[config.mk]
export PLATFORM = sky130hd
export DESIGN_NAME = capture_reader
export DESIGN_NICKNAME = d
export VERILOG_FILES = /design/src/rtl/orion_rd_pkg.sv /design/src/rtl/rd_fifo.sv /design/src/rtl/capture_reader.sv
export SDC_FILE = /design/constraint.sdc
export NUM_CORES = 1
export LEC_CHECK = 0
export CAP_MARGIN = 0
export CORE_UTILIZATION = 43
export CTS_CLUSTER_DIAMETER = 150
export DETAILED_ROUTE_END_ITERATION = 16
export PLACE_DENSITY = 0.66
export SLEW_MARGIN = 20
export SYNTH_ARGS = -nofsm -noshare
export SYNTH_HDL_FRONTEND = slang
export SYNTH_HIERARCHICAL = 1
export SYNTH_SLANG_ARGS = --single-unit
[constraint.sdc]
create_clock -name clk -period 2.96 [get_ports clk]
set_input_delay 0.592 -clock clk [delete_from_list [all_inputs] [get_ports clk]]
set_output_delay 0.592 -clock clk [all_outputs]
set_load 0.02 [all_outputs]
[src/rtl/orion_rd_pkg.sv]
// Shared types and constants for the capture-memory readout path.
// Holds the FSM state encoding, the per-read tag layout and the default bank depth.
// No logic lives here.
package orion_rd_pkg;

    typedef enum logic [1:0] {
        IDLE  = 2'd0,
        ARMED = 2'd1,
        READ  = 2'd2,
        DRAIN = 2'd3
    } state_t;

    localparam int HALF_DEPTH    = 176128;
    localparam int DEPTH_DEFAULT = 2 * HALF_DEPTH;

    // Travels alongside an outstanding memory read until its data returns
    typedef struct packed {
        logic valid;
        logic bank;
        logic last;
    } tag_t;

endpackage

[src/rtl/rd_fifo.sv]
// Small synchronous first-word-fall-through FIFO buffering returned samples.
// Latency: a pushed word is visible on rd_data the cycle after the push.
// Backpressure: none internally; the caller's credit accounting keeps it from overflowing.
module rd_fifo #(
    parameter int WIDTH = 18,
    parameter int DEPTH = 4,
    localparam int PTR_W = $clog2(DEPTH),
    localparam int CNT_W = $clog2(DEPTH + 1)
) (
    input  logic             clk,
    input  logic             reset_n,
    input  logic             push,
    input  logic             pop,
    input  logic             flush,
    input  logic [WIDTH-1:0] wr_data,
    output logic [WIDTH-1:0] rd_data,
    output logic [CNT_W-1:0] count
);

    logic [WIDTH-1:0] mem [DEPTH];
    logic [PTR_W-1:0] wr_ptr;
    logic [PTR_W-1:0] rd_ptr;
    logic             do_pop;

    assign do_pop  = pop && (count != '0);
    assign rd_data = mem[rd_ptr];

    // Pointer and occupancy bookkeeping; flush empties the queue in one cycle
    always_ff @(posedge clk or negedge reset_n) begin
        if (!reset_n) begin
            wr_ptr <= '0;
            rd_ptr <= '0;
            count  <= '0;
        end else if (flush) begin
            wr_ptr <= '0;
            rd_ptr <= '0;
            count  <= '0;
        end else begin
            if (push)
                wr_ptr <= wr_ptr + PTR_W'(1);
            if (do_pop)
                rd_ptr <= rd_ptr + PTR_W'(1);
            count <= count + CNT_W'(push) - CNT_W'(do_pop);
        end
    end

    // Storage is cleared on reset so the stream outputs start at zero
    always_ff @(posedge clk or negedge reset_n) begin
        if (!reset_n) begin
            for (int i = 0; i < DEPTH; i++)
                mem[i] <= '0;
        end else if (push && !flush) begin
            mem[wr_ptr] <= wr_data;
        end
    end

    overflow_chk: assert property (@(posedge clk) disable iff (!reset_n)
        !(push && !flush && !do_pop && count == CNT_W'(DEPTH)));

endmodule

[src/rtl/capture_reader.sv]
// Drains bank A then bank B of the capture memory after a done pulse onto a valid/ready stream.
// Latency: word issued (ren low) in cycle N is pushed at end of N+RD_LAT; m_valid rises in N+RD_LAT+1.
// Backpressure: reads are issued only while buffered plus in-flight words leave room in the FIFO.
module capture_reader
    import orion_rd_pkg::*;
#(
    parameter int DEPTH      = DEPTH_DEFAULT,
    parameter int ADDR_W     = 19,
    parameter int RD_LAT     = 1,
    parameter int FIFO_DEPTH = 4
) (
    input  logic              clk,
    input  logic              reset_n,
    input  logic              done,
    input  logic [15:0]       data_tomcu,
    input  logic              abort,
    output logic [ADDR_W-1:0] read_addr,
    output logic              ren,
    output logic              cs_mem,
    output logic [15:0]       m_data,
    output logic              m_bank,
    output logic              m_last,
    output logic              m_valid,
    input  logic              m_ready,
    output logic              busy,
    output logic              overrun
);

    localparam int                CNT_W     = $clog2(FIFO_DEPTH + 1);
    localparam logic [ADDR_W-1:0] LAST_ADDR = ADDR_W'(DEPTH - 1);

    state_t            state;
    state_t            state_nxt;
    logic              done_q;
    logic              done_rise;
    logic              run_abort;
    logic              issue;
    logic              issue_last;
    logic              issue_nxt;
    logic [ADDR_W-1:0] addr_nxt;
    logic              bank_nxt;
    logic              pop;
    logic [CNT_W-1:0]  occ;
    logic [CNT_W-1:0]  occ_nxt;
    tag_t              tag_sr [RD_LAT];
    tag_t              tap;
    logic [CNT_W-1:0]  fifo_count;
    logic [17:0]       fifo_rd;

    assign done_rise  = done & ~done_q;
    assign run_abort  = abort & (state != IDLE);
    assign issue      = ~ren;
    assign issue_last = issue & cs_mem & (read_addr == LAST_ADDR);
    assign pop        = m_valid & m_ready;
    // occ counts words buffered plus words requested but not yet returned
    assign occ_nxt    = occ + CNT_W'(issue) - CNT_W'(pop);
    assign tap        = tag_sr[RD_LAT-1];

    // State register
    always_ff @(posedge clk or negedge reset_n) begin
        if (!reset_n)
            state <= IDLE;
        else
            state <= state_nxt;
    end

    // Next-state: abort outranks everything outside IDLE
    always_comb begin
        state_nxt = state;
        case (state)
            IDLE:  if (done_rise)         state_nxt = ARMED;
            ARMED: if (abort)             state_nxt = IDLE;
                   else if (!done)        state_nxt = READ;
            READ:  if (abort)             state_nxt = IDLE;
                   else if (issue_last)   state_nxt = DRAIN;
            DRAIN: if (abort)             state_nxt = IDLE;
                   else if (pop && m_last) state_nxt = IDLE;
            default:                      state_nxt = IDLE;
        endcase
    end

    // Decide next cycle's read and its address; read_addr holds the last issued word
    always_comb begin
        issue_nxt = (state_nxt == READ) && (occ_nxt < CNT_W'(FIFO_DEPTH));
        addr_nxt  = read_addr + ADDR_W'(1);
        bank_nxt  = cs_mem;
        if (state == ARMED) begin
            addr_nxt = '0;
            bank_nxt = 1'b0;
        end else if (read_addr == LAST_ADDR) begin
            addr_nxt = '0;
            bank_nxt = 1'b1;
        end
    end

    // Registered memory-port controls and busy
    always_ff @(posedge clk or negedge reset_n) begin
        if (!reset_n) begin
            ren       <= 1'b1;
            read_addr <= '0;
            cs_mem    <= 1'b0;
            busy      <= 1'b0;
        end else begin
            ren  <= ~issue_nxt;
            busy <= (state_nxt != IDLE);
            if (issue_nxt) begin
                read_addr <= addr_nxt;
                cs_mem    <= bank_nxt;
            end
        end
    end

    // Edge detect, credit counter and sticky overrun flag
    always_ff @(posedge clk or negedge reset_n) begin
        if (!reset_n) begin
            done_q  <= 1'b0;
            occ     <= '0;
            overrun <= 1'b0;
        end else begin
            done_q <= done;
            occ    <= run_abort ? '0 : occ_nxt;
            if (state == IDLE && state_nxt == ARMED)
                overrun <= 1'b0;
            else if (done_rise && !abort && (state == READ || state == DRAIN))
                overrun <= 1'b1;
        end
    end

    // Tag pipeline matching the memory read latency
    always_ff @(posedge clk or negedge reset_n) begin
        if (!reset_n) begin
            for (int i = 0; i < RD_LAT; i++)
                tag_sr[i] <= '0;
        end else if (run_abort) begin
            for (int i = 0; i < RD_LAT; i++)
                tag_sr[i] <= '0;
        end else begin
            tag_sr[0] <= tag_t'{valid: issue, bank: cs_mem,
                                last: cs_mem & (read_addr == LAST_ADDR)};
            for (int i = 1; i < RD_LAT; i++)
                tag_sr[i] <= tag_sr[i-1];
        end
    end

    rd_fifo #(
        .WIDTH (18),
        .DEPTH (FIFO_DEPTH)
    ) u_fifo (
        .clk     (clk),
        .reset_n (reset_n),
        .push    (tap.valid),
        .pop     (pop),
        .flush   (run_abort),
        .wr_data ({data_tomcu, tap.bank, tap.last}),
        .rd_data (fifo_rd),
        .count   (fifo_count)
    );

    assign m_valid = (fifo_count != '0);
    assign m_data  = fifo_rd[17:2];
    assign m_bank  = fifo_rd[1];
    assign m_last  = fifo_rd[0];

    credit_chk: assert property (@(posedge clk) disable iff (!reset_n) fifo_count <= occ);

endmodule
==> implementation parameters, run 1 <==
Parameter                              Value

Outcome
  Run status    completed

Finish
  Non-Filler Cell Area, Final    6720 um2
  Area growth syn-to-layout    24.3%
  Antenna Cells    0
  Final cell count without fillers    644
  Nets    503
  Share of final-layout standard cells stronger than drive strength 1    34.5%
  Utilization after layout    55.5%

Global route
  GRT Residual Overflow    0
  Total track usage    18.4%
  Number of antenna violations at the first check in global routing    0
  Vias in the first global route    3737
  Maximum number of pins on one net before global-route repair    63
  Global-route wire length before repair    18500 um

Synth
  Synth area leader    dfrtp_1
  Mapped cell area    5410 um2
  Post-synthesis async set-or-reset flop share    100%
  Sequential-to-total area share from yosys stat    51.4%
  Synthesized Nets    425
  Warning count from the yosys run    6
  Synth Register Bits    111
  Leading register cell type out of synthesis    dfrtp_1
  Number of synthesized flops with an enable pin    0
  Top cell type's share of synthesized area    50.9%
  Mean Syn Cell Area    13.8 um2
  Number of library cell types mapped by synthesis    54
  Instance count of the mapped netlist    393
  Top cells by area in the synthesized netlist    dfrtp_1 51%, mux2_2 13%, mux4_2 7.5%

Setup path
  Data arrival time of the critical path    3.11 ns
  Logic depth of the worst register-to-register path    11
  Critical Path Sink Type    register
  Startpoint class of the critical path    register
  Max FO, Critical Path    8
  Terminus of the critical flop-to-flop path    read_addr[8]$_DFFE_PN0P_
  Critical path class    reg2reg
  Flop2flop setup slack    0.08 ns
  Reg2reg start    u_fifo/count[0]$_DFF_PN0_
  CP required    3.20 ns

Flow run
  Number of violations of the max-capacitance limit    0

Clocking
  Clock-pin slew on the worst setup and hold paths    0.07 ns
  CTS tree    yes
  Root Buffer Master    clkbuf_16
  Max H-tree Level    3
  Insertion delay of the later-clocked pin in the worst-skew pair    0.34 ns
  CTS Buf Count    9
  TritonCTS Sinks    111
  Buffer depth of the longest clock path    2

Floorplanning
  Overall die area    13000 um2
  Num ports    63
  Vertical extent of the die    114 um
  Starting utilization of the core area    44.6%
  Cell Rows    40
  Placeable core region    12100 um2
  Floorplan die width    114 um

Detailed routing
  DR vias/cell    5.41
  1st-pass router iterations    4
  Sum of routed wire length over all layers    10900 um
  Remaining design rule violation count    0
  Number of DRC violations after detailed-routing iteration 0    133
  Final antenna-violating net count    0
  Routed via count    3487
  Average wire length per cell after detail routing    16.9 um

STA
  RSZ-0062 raised after global routing    true
  Worst slew pin tran    0.657 ns
  Time the worst path needs with I/O delays and setup    2.88 ns
  Relative slew slack    56.2%
  Final count of pins violating max slew    0
  Worst Skew    0.00679 ns
  Share of the cycle needed by the critical path after routing    97.1%
  Number of failing setup endpoints in the final timing report    0
  Highest attainable clock frequency    0.348 GHz
  Hold Fails Final Rpt    0

Place
  Number of buffer cells added on primary ports    62
  Final estimated routing congestion in global placement    0.780
  Post-place instance area    6260 um2
  Number of instances in the placed design    624
  Detailed placement HPWL    6980 um

Hold path
  Class of the tightest hold or removal check    in2async

Pwr
  Pwr/cell area    788 nW/um2
  Post-layout total power    5300 uW
  Leak Pwr    0.00310 uW
  VDD IR-drop max    357 uV
[routing by layer]
metal,global-route usage (%),routed length (um)
met1,23.8,4840
met5,0,0
met3,5.45,462
met2,30.1,5420
met4,5.45,143
[metrics by stage]
step                      TNS, ns  hold slack, ns  setup WS, ns
final                           0           0.273        0.0844
after global routing      -0.0609           0.316       -0.0609
after CTS                       0           0.290        0.0102
after detailed placement    -9.06           0.487        -0.597
after global placement      -7.00           0.473        -0.424
after floorplan                 0           0.296       0.00819
[worst max-delay path, stage by stage (launching register included)]
cell and delay, ns:
dfrtp_1 0.41, o31ai_4 0.28, inv_2 0.09, ha_4 0.27
inv_2 0.04, ha_4 0.15, fa_2 0.36, xnor2_2 0.16
xnor2_2 0.22, nand4_4 0.21, nand2b_4 0.27, o41ai_2 0.30
[final cells by class]
type	instances	area (um2)
Clock inverter	2	16.3
Multi-Input combinational cell	254	2570
Timing Repair Buffer	82	833
Inverter	13	62.6
Tap cell	168	210
Sequential cell	111	2780
Clock buffer	14	254
Fill cell	1031	5390
[cell families (layout without fill, tap and decap cells)]
family / after synthesis / count (layout) / synth area share (%)
xor gates and xnor gates: 4 / 4 / 0.903
adders and majority gates: 11 / 11 / 2.82
muxes: 93 / 93 / 23.8
and+or+nand+nor: 96 / 97 / 10.9
AOI/OAI and AO/OA: 49 / 49 / 6.62
DFF: 111 / 111 / 51.4
buffers and inverters: 29 / 111 / 3.56
[cell usage after synthesis (2+ instances only)]
master / number
buf_4: 5
o31a_1: 2
a31oi_1: 3
dfrtp_1: 110
o21ai_0: 20
nand2b_1: 4
nor2_1: 23
nor2b_1: 6
nand3b_4: 4
or3_1: 2
o21ai_2: 2
nor4b_1: 3
a21oi_1: 2
o31ai_2: 7
or2_2: 2
or4_1: 2
clkbuf_1: 2
ha_1: 9
mux2_2: 63
nor4_1: 2
nand3_1: 15
mux4_2: 18
nand2_1: 17
xnor2_1: 3
inv_1: 12
and2_1: 4
o41ai_1: 5
and4_1: 2
buf_2: 3
fa_1: 2
nand4_1: 2
mux2_4: 10
buf_6: 4
o31ai_1: 3
[worst max-delay path by stage]
stage / startpoint / endpoint
6_report: u_fifo/count[0]$_DFF_PN0_ / read_addr[8]$_DFFE_PN0P_
5_1_grt: u_fifo/count[0]$_DFF_PN0_ / read_addr[8]$_DFFE_PN0P_
4_1_cts: m_ready / read_addr[15]$_DFFE_PN0P_
3_5_place_dp: m_ready / read_addr[7]$_DFFE_PN0P_
3_3_place_gp: m_ready / read_addr[7]$_DFFE_PN0P_
2_1_floorplan: u_fifo/count[1]$_DFF_PN0_ / read_addr[9]$_DFFE_PN0P_
[where the power goes]
part / switching [uW] / leakage (uW) / total [uW] / internal, uW
sequential: 233 / 0.00146 / 2100 / 1870
combinational: 894 / 0.00151 / 2090 / 1190
clock: 516 / 0.000127 / 1110 / 597
total: 1640 / 0.00310 / 5300 / 3660
[layout by cell type, fill, tap and decap left out, types with 7 or more instances in the layout]
| cell | count |
|---|---|
| nand3_1 | 15 |
| o31ai_2 | 9 |
| clkbuf_16 | 10 |
| nor2_1 | 23 |
| mux4_2 | 18 |
| nand2_1 | 17 |
| o21ai_1 | 14 |
| ha_1 | 7 |
| mux2_4 | 10 |
| dfrtp_1 | 110 |
| clkdlybuf4s50_1 | 60 |
| inv_1 | 10 |
| mux2_2 | 63 |
| buf_4 | 15 |
[timing repair]
| action | CTS | global route |
|---|---|---|
| endpoints found under the setup margin | 19 | 19 |
| pin swaps | 7 | 7 |
| buffers inserted | 0 | 2 |
| endpoints found under the hold margin | 0 | 0 |
| cloned | 1 | 1 |
| gates resized for setup | 21 | 19 |
| hold buffers | 0 | 0 |
[registers in the layout, summed over array words and instances (netlist names), 2 cells and up]
signal         flops
u_fifo/rd_ptr      2
u_fifo/wr_ptr      2
tag_sr             3
u_fifo/mem        72
occ                3
read_addr         19
u_fifo/count       3
state              2
Power figures use the tool's default switching activity.
==> run 2: changes to the inputs <==
Settings changed: CORE_MARGIN set to 4.
==> run 2 against run 1 <==
Against the previous run: utilization is 0.48 points lower; worst setup slack better by 0.047 ns; count of clock-buffer cells in the layout is 2 lower; via count hardly changed; wire length is 0.17% lower; sequential power hardly changed; global-route usage is 2.5 points lower; maximum frequency is 1.7% higher; highest routed layer unchanged; design area is 0.45% lower; hold slack worse by 0.082 ns; sequential share of layout area is 0.19 points higher; clock power is 11% higher.
==> implementation parameters, run 2 (synthesis gave the netlist of run 1 again) <==
Parameter                              Value

Setup path
  Slowest cell on the critical path    dfrtp_1 (unchanged)
  Data arrival time of the critical path    3.05 ns (was 3.11 ns)
  CP required    3.18 ns (was 3.20 ns)
  Startpoint class of the critical path    register (unchanged)
  Worst-path cell chain    o31ai_4, inv_2, ha_1, inv_1, ha_1, fa_2, xnor2_2, xnor2_2, nand4_4, buf_4, o21ai_0, o41ai_2 (was o31ai_4, inv_2, ha_4, inv_2, ha_4, fa_2, xnor2_2, xnor2_2, nand4_4, nand2b_4, o41ai_2)
  Max FO, Critical Path    9 (was 8)
  CP peak stage delay    0.41 ns (about the same)
  Logic depth of the worst register-to-register path    12 (was 11)
  Critical Path Sink Type    register (unchanged)
  Critical path class    reg2reg (unchanged)

Place
  Number of buffer cells added on primary ports    62 (unchanged)
  Detailed placement HPWL    7310 um (was 6980 um)
  Final estimated routing congestion in global placement    0.771 (was 0.780)

Floorplanning
  Placeable core region    12200 um2 (was 12100 um2)
  Vertical extent of the die    120 um (was 114 um)
  Cell Rows    40 (unchanged)
  Floorplan die width    120 um (was 114 um)
  Num ports    63 (unchanged)
  Starting utilization of the core area    44.5% (was 44.6%)
  Overall die area    14400 um2 (was 13000 um2)

Hold path
  Class of the tightest hold or removal check    in2async (unchanged)

Clocking
  Root Buffer Master    clkbuf_16 (unchanged)
  Buffer depth of the longest clock path    2 (unchanged)
  TritonCTS Sinks    111 (unchanged)
  CTS tree    yes (unchanged)
  Max H-tree Level    3 (unchanged)
  Clock-pin slew on the worst setup and hold paths    0.07 ns (about the same)
  Insertion delay of the later-clocked pin in the worst-skew pair    0.34 ns (about the same)
  CTS Buf Count    9 (unchanged)

Finish
  Fill cells    1021 (was 1031)
  Commonest non-fill, non-tap cells in the layout    110 x dfrtp_1, 63 x mux2_2, 60 x clkdlybuf4s50_1 (unchanged)
  Utilization after layout    55.0% (was 55.5%)
  Max reg flops    72 (unchanged)
  Share of final-layout standard cells stronger than drive strength 1    34.6% (was 34.5%)
  Antenna Cells    0 (unchanged)
  Register with the most flip-flops    u_fifo/mem (unchanged)
  Most common cell after layout, fill and taps aside    dfrtp_1 (unchanged)
  Area growth syn-to-layout    23.8% (was 24.3%)
  Leading registers by flop count    u_fifo/mem (72), read_addr (19) (unchanged)
  Nets    507 (was 503)

STA
  Post-route setup TNS    0 ns (unchanged)
  Relative slew slack    68.1% (was 56.2%)
  Highest attainable clock frequency    0.354 GHz (was 0.348 GHz)
  Time the worst path needs with I/O delays and setup    2.83 ns (was 2.88 ns)
  Share of the cycle needed by the critical path after routing    95.6% (was 97.1%)
  Worst Skew    0.00998 ns (was 0.00679 ns)
  Final count of pins violating max slew    0 (unchanged)
  Worst slew pin tran    0.478 ns (was 0.657 ns)
  Number of failing setup endpoints in the final timing report    0 (unchanged)
  Hold Fails Final Rpt    0 (unchanged)

Global route
  Maximum number of pins on one net before global-route repair    54 (was 63)
  Vias in the first global route    3634 (was 3737)
  Number of antenna violations at the first check in global routing    0 (unchanged)
  GRT Residual Overflow    0 (unchanged)
  Global-route wire length before repair    18300 um (was 18500 um)
  Total track usage    15.9% (was 18.4%)

Pwr
  VDD IR-drop max    324 uV (was 357 uV)
  Leak Pwr    0.00309 uW (was 0.00310 uW)
  Pwr/cell area    797 nW/um2 (was 788 nW/um2)

Detailed routing
  DR vias/cell    5.38 (was 5.41)
  Remaining design rule violation count    0 (unchanged)
  Sum of routed wire length over all layers    10900 um (about the same)
  Number of DRC violations after detailed-routing iteration 0    147 (was 133)
  Final antenna-violating net count    0 (unchanged)
  1st-pass router iterations    4 (unchanged)
  Routed via count    3489 (was 3487)
  Average wire length per cell after detail routing    16.7 um (was 16.9 um)

Flow run
  Number of violations of the max-capacitance limit    0 (unchanged)

Outcome
  Run status    completed (unchanged)
[run 2: changes by cell type in the layout (fill, tap and decap cells not counted), sizes merged]
| cell | delta |
|---|---|
| clkbuf | -3 |
| clkinv | +1 |
| inv | +1 |
| buf | +5 |
| bufinv | +1 |
| clkinvlp | -1 |
[run 2: worst paths after layout]
path | startpoint | to | slack (ns)
worst max-delay path | u_fifo/count[2]$_DFF_PN0_ | read_addr[7]$_DFFE_PN0P_ | 0.13
worst min-delay path | reset_n | u_fifo/mem[60]$_DFFE_PN0P_ | 0.19
worst max register to register | u_fifo/count[2]$_DFF_PN0_ | read_addr[7]$_DFFE_PN0P_ | 0.13
worst min register to register | u_fifo/mem[70]$_DFFE_PN0P_ | u_fifo/mem[70]$_DFFE_PN0P_ | 0.49
max in group asynchronous | reset_n | ren$_DFF_PN1_ | 2.00
min in group clk | u_fifo/mem[70]$_DFFE_PN0P_ | u_fifo/mem[70]$_DFFE_PN0P_ | 0.49
[run 2: stage by stage]
step | hold slack (ns) | setup slack (ns) | area [um2] | power (uW) | std cells
after CTS | 0.189 | 0.00388 | 6650 | 5400 | 648
after global routing | 0.199 | -0.0217 | 6690 | 5660 | 648
final | 0.191 | 0.131 | 6690 | 5340 | 648
after floorplan | 0.296 | 0.00819 | 5410 | 3360 | 393
after global placement | 0.473 | -0.438 | 6260 | 4010 | 626
after detailed placement | 0.480 | -0.521 | 6260 | 4070 | 626
[run 2: repair_timing]
action / CTS / global route
setup endpoints to repair: 18 / 19
pin swaps: 3 / 2
gates resized for setup: 6 / 15
gates cloned: 1 / 0
hold buffers: 0 / 0
buffers inserted: 5 / 0
[run 2: critical path: cells and delay by family, from the launching register on]
family                     cells  cell delay, ns
adders and majority gates      3            0.80
buffers and inverters          3            0.31
AOI/OAI and AO/OA              3            0.64
xor gates and xnor gates       2            0.37
DFF                            1            0.41
and+or+nand+nor                1            0.18
[run 2: cell type report]
class / instances / area (um2) / share of cell area [%]
well taps: 168 / 210 / 3.14
inverters: 13 / 62.6 / 0.935
flip-flops and latches: 111 / 2780 / 41.5
repair buffers: 86 / 813 / 12.2
clock buffers: 12 / 256 / 3.83
clock inverters: 4 / 52.6 / 0.785
multi-input cells: 254 / 2520 / 37.6
[run 2: report_power, final]
part | leakage [uW] | switching, uW | internal, uW
sequential | 0.00146 | 237 | 1860
clock | 0.000153 | 525 | 706
combinational | 0.00148 | 855 | 1150
total | 0.00309 | 1620 | 3720
[run 2: per-layer routing]
| layer | up-vias | routed length, um | global-route usage [%] |
|---|---|---|---|
| met4 | 0 | 91 | 4.44 |
| li1 | 1614 | - | - |
| met3 | 7 | 473 | 4.19 |
| met5 | - | 0 | 0 |
| met1 | 1790 | 4840 | 20.8 |
| met2 | 78 | 5450 | 26.1 |
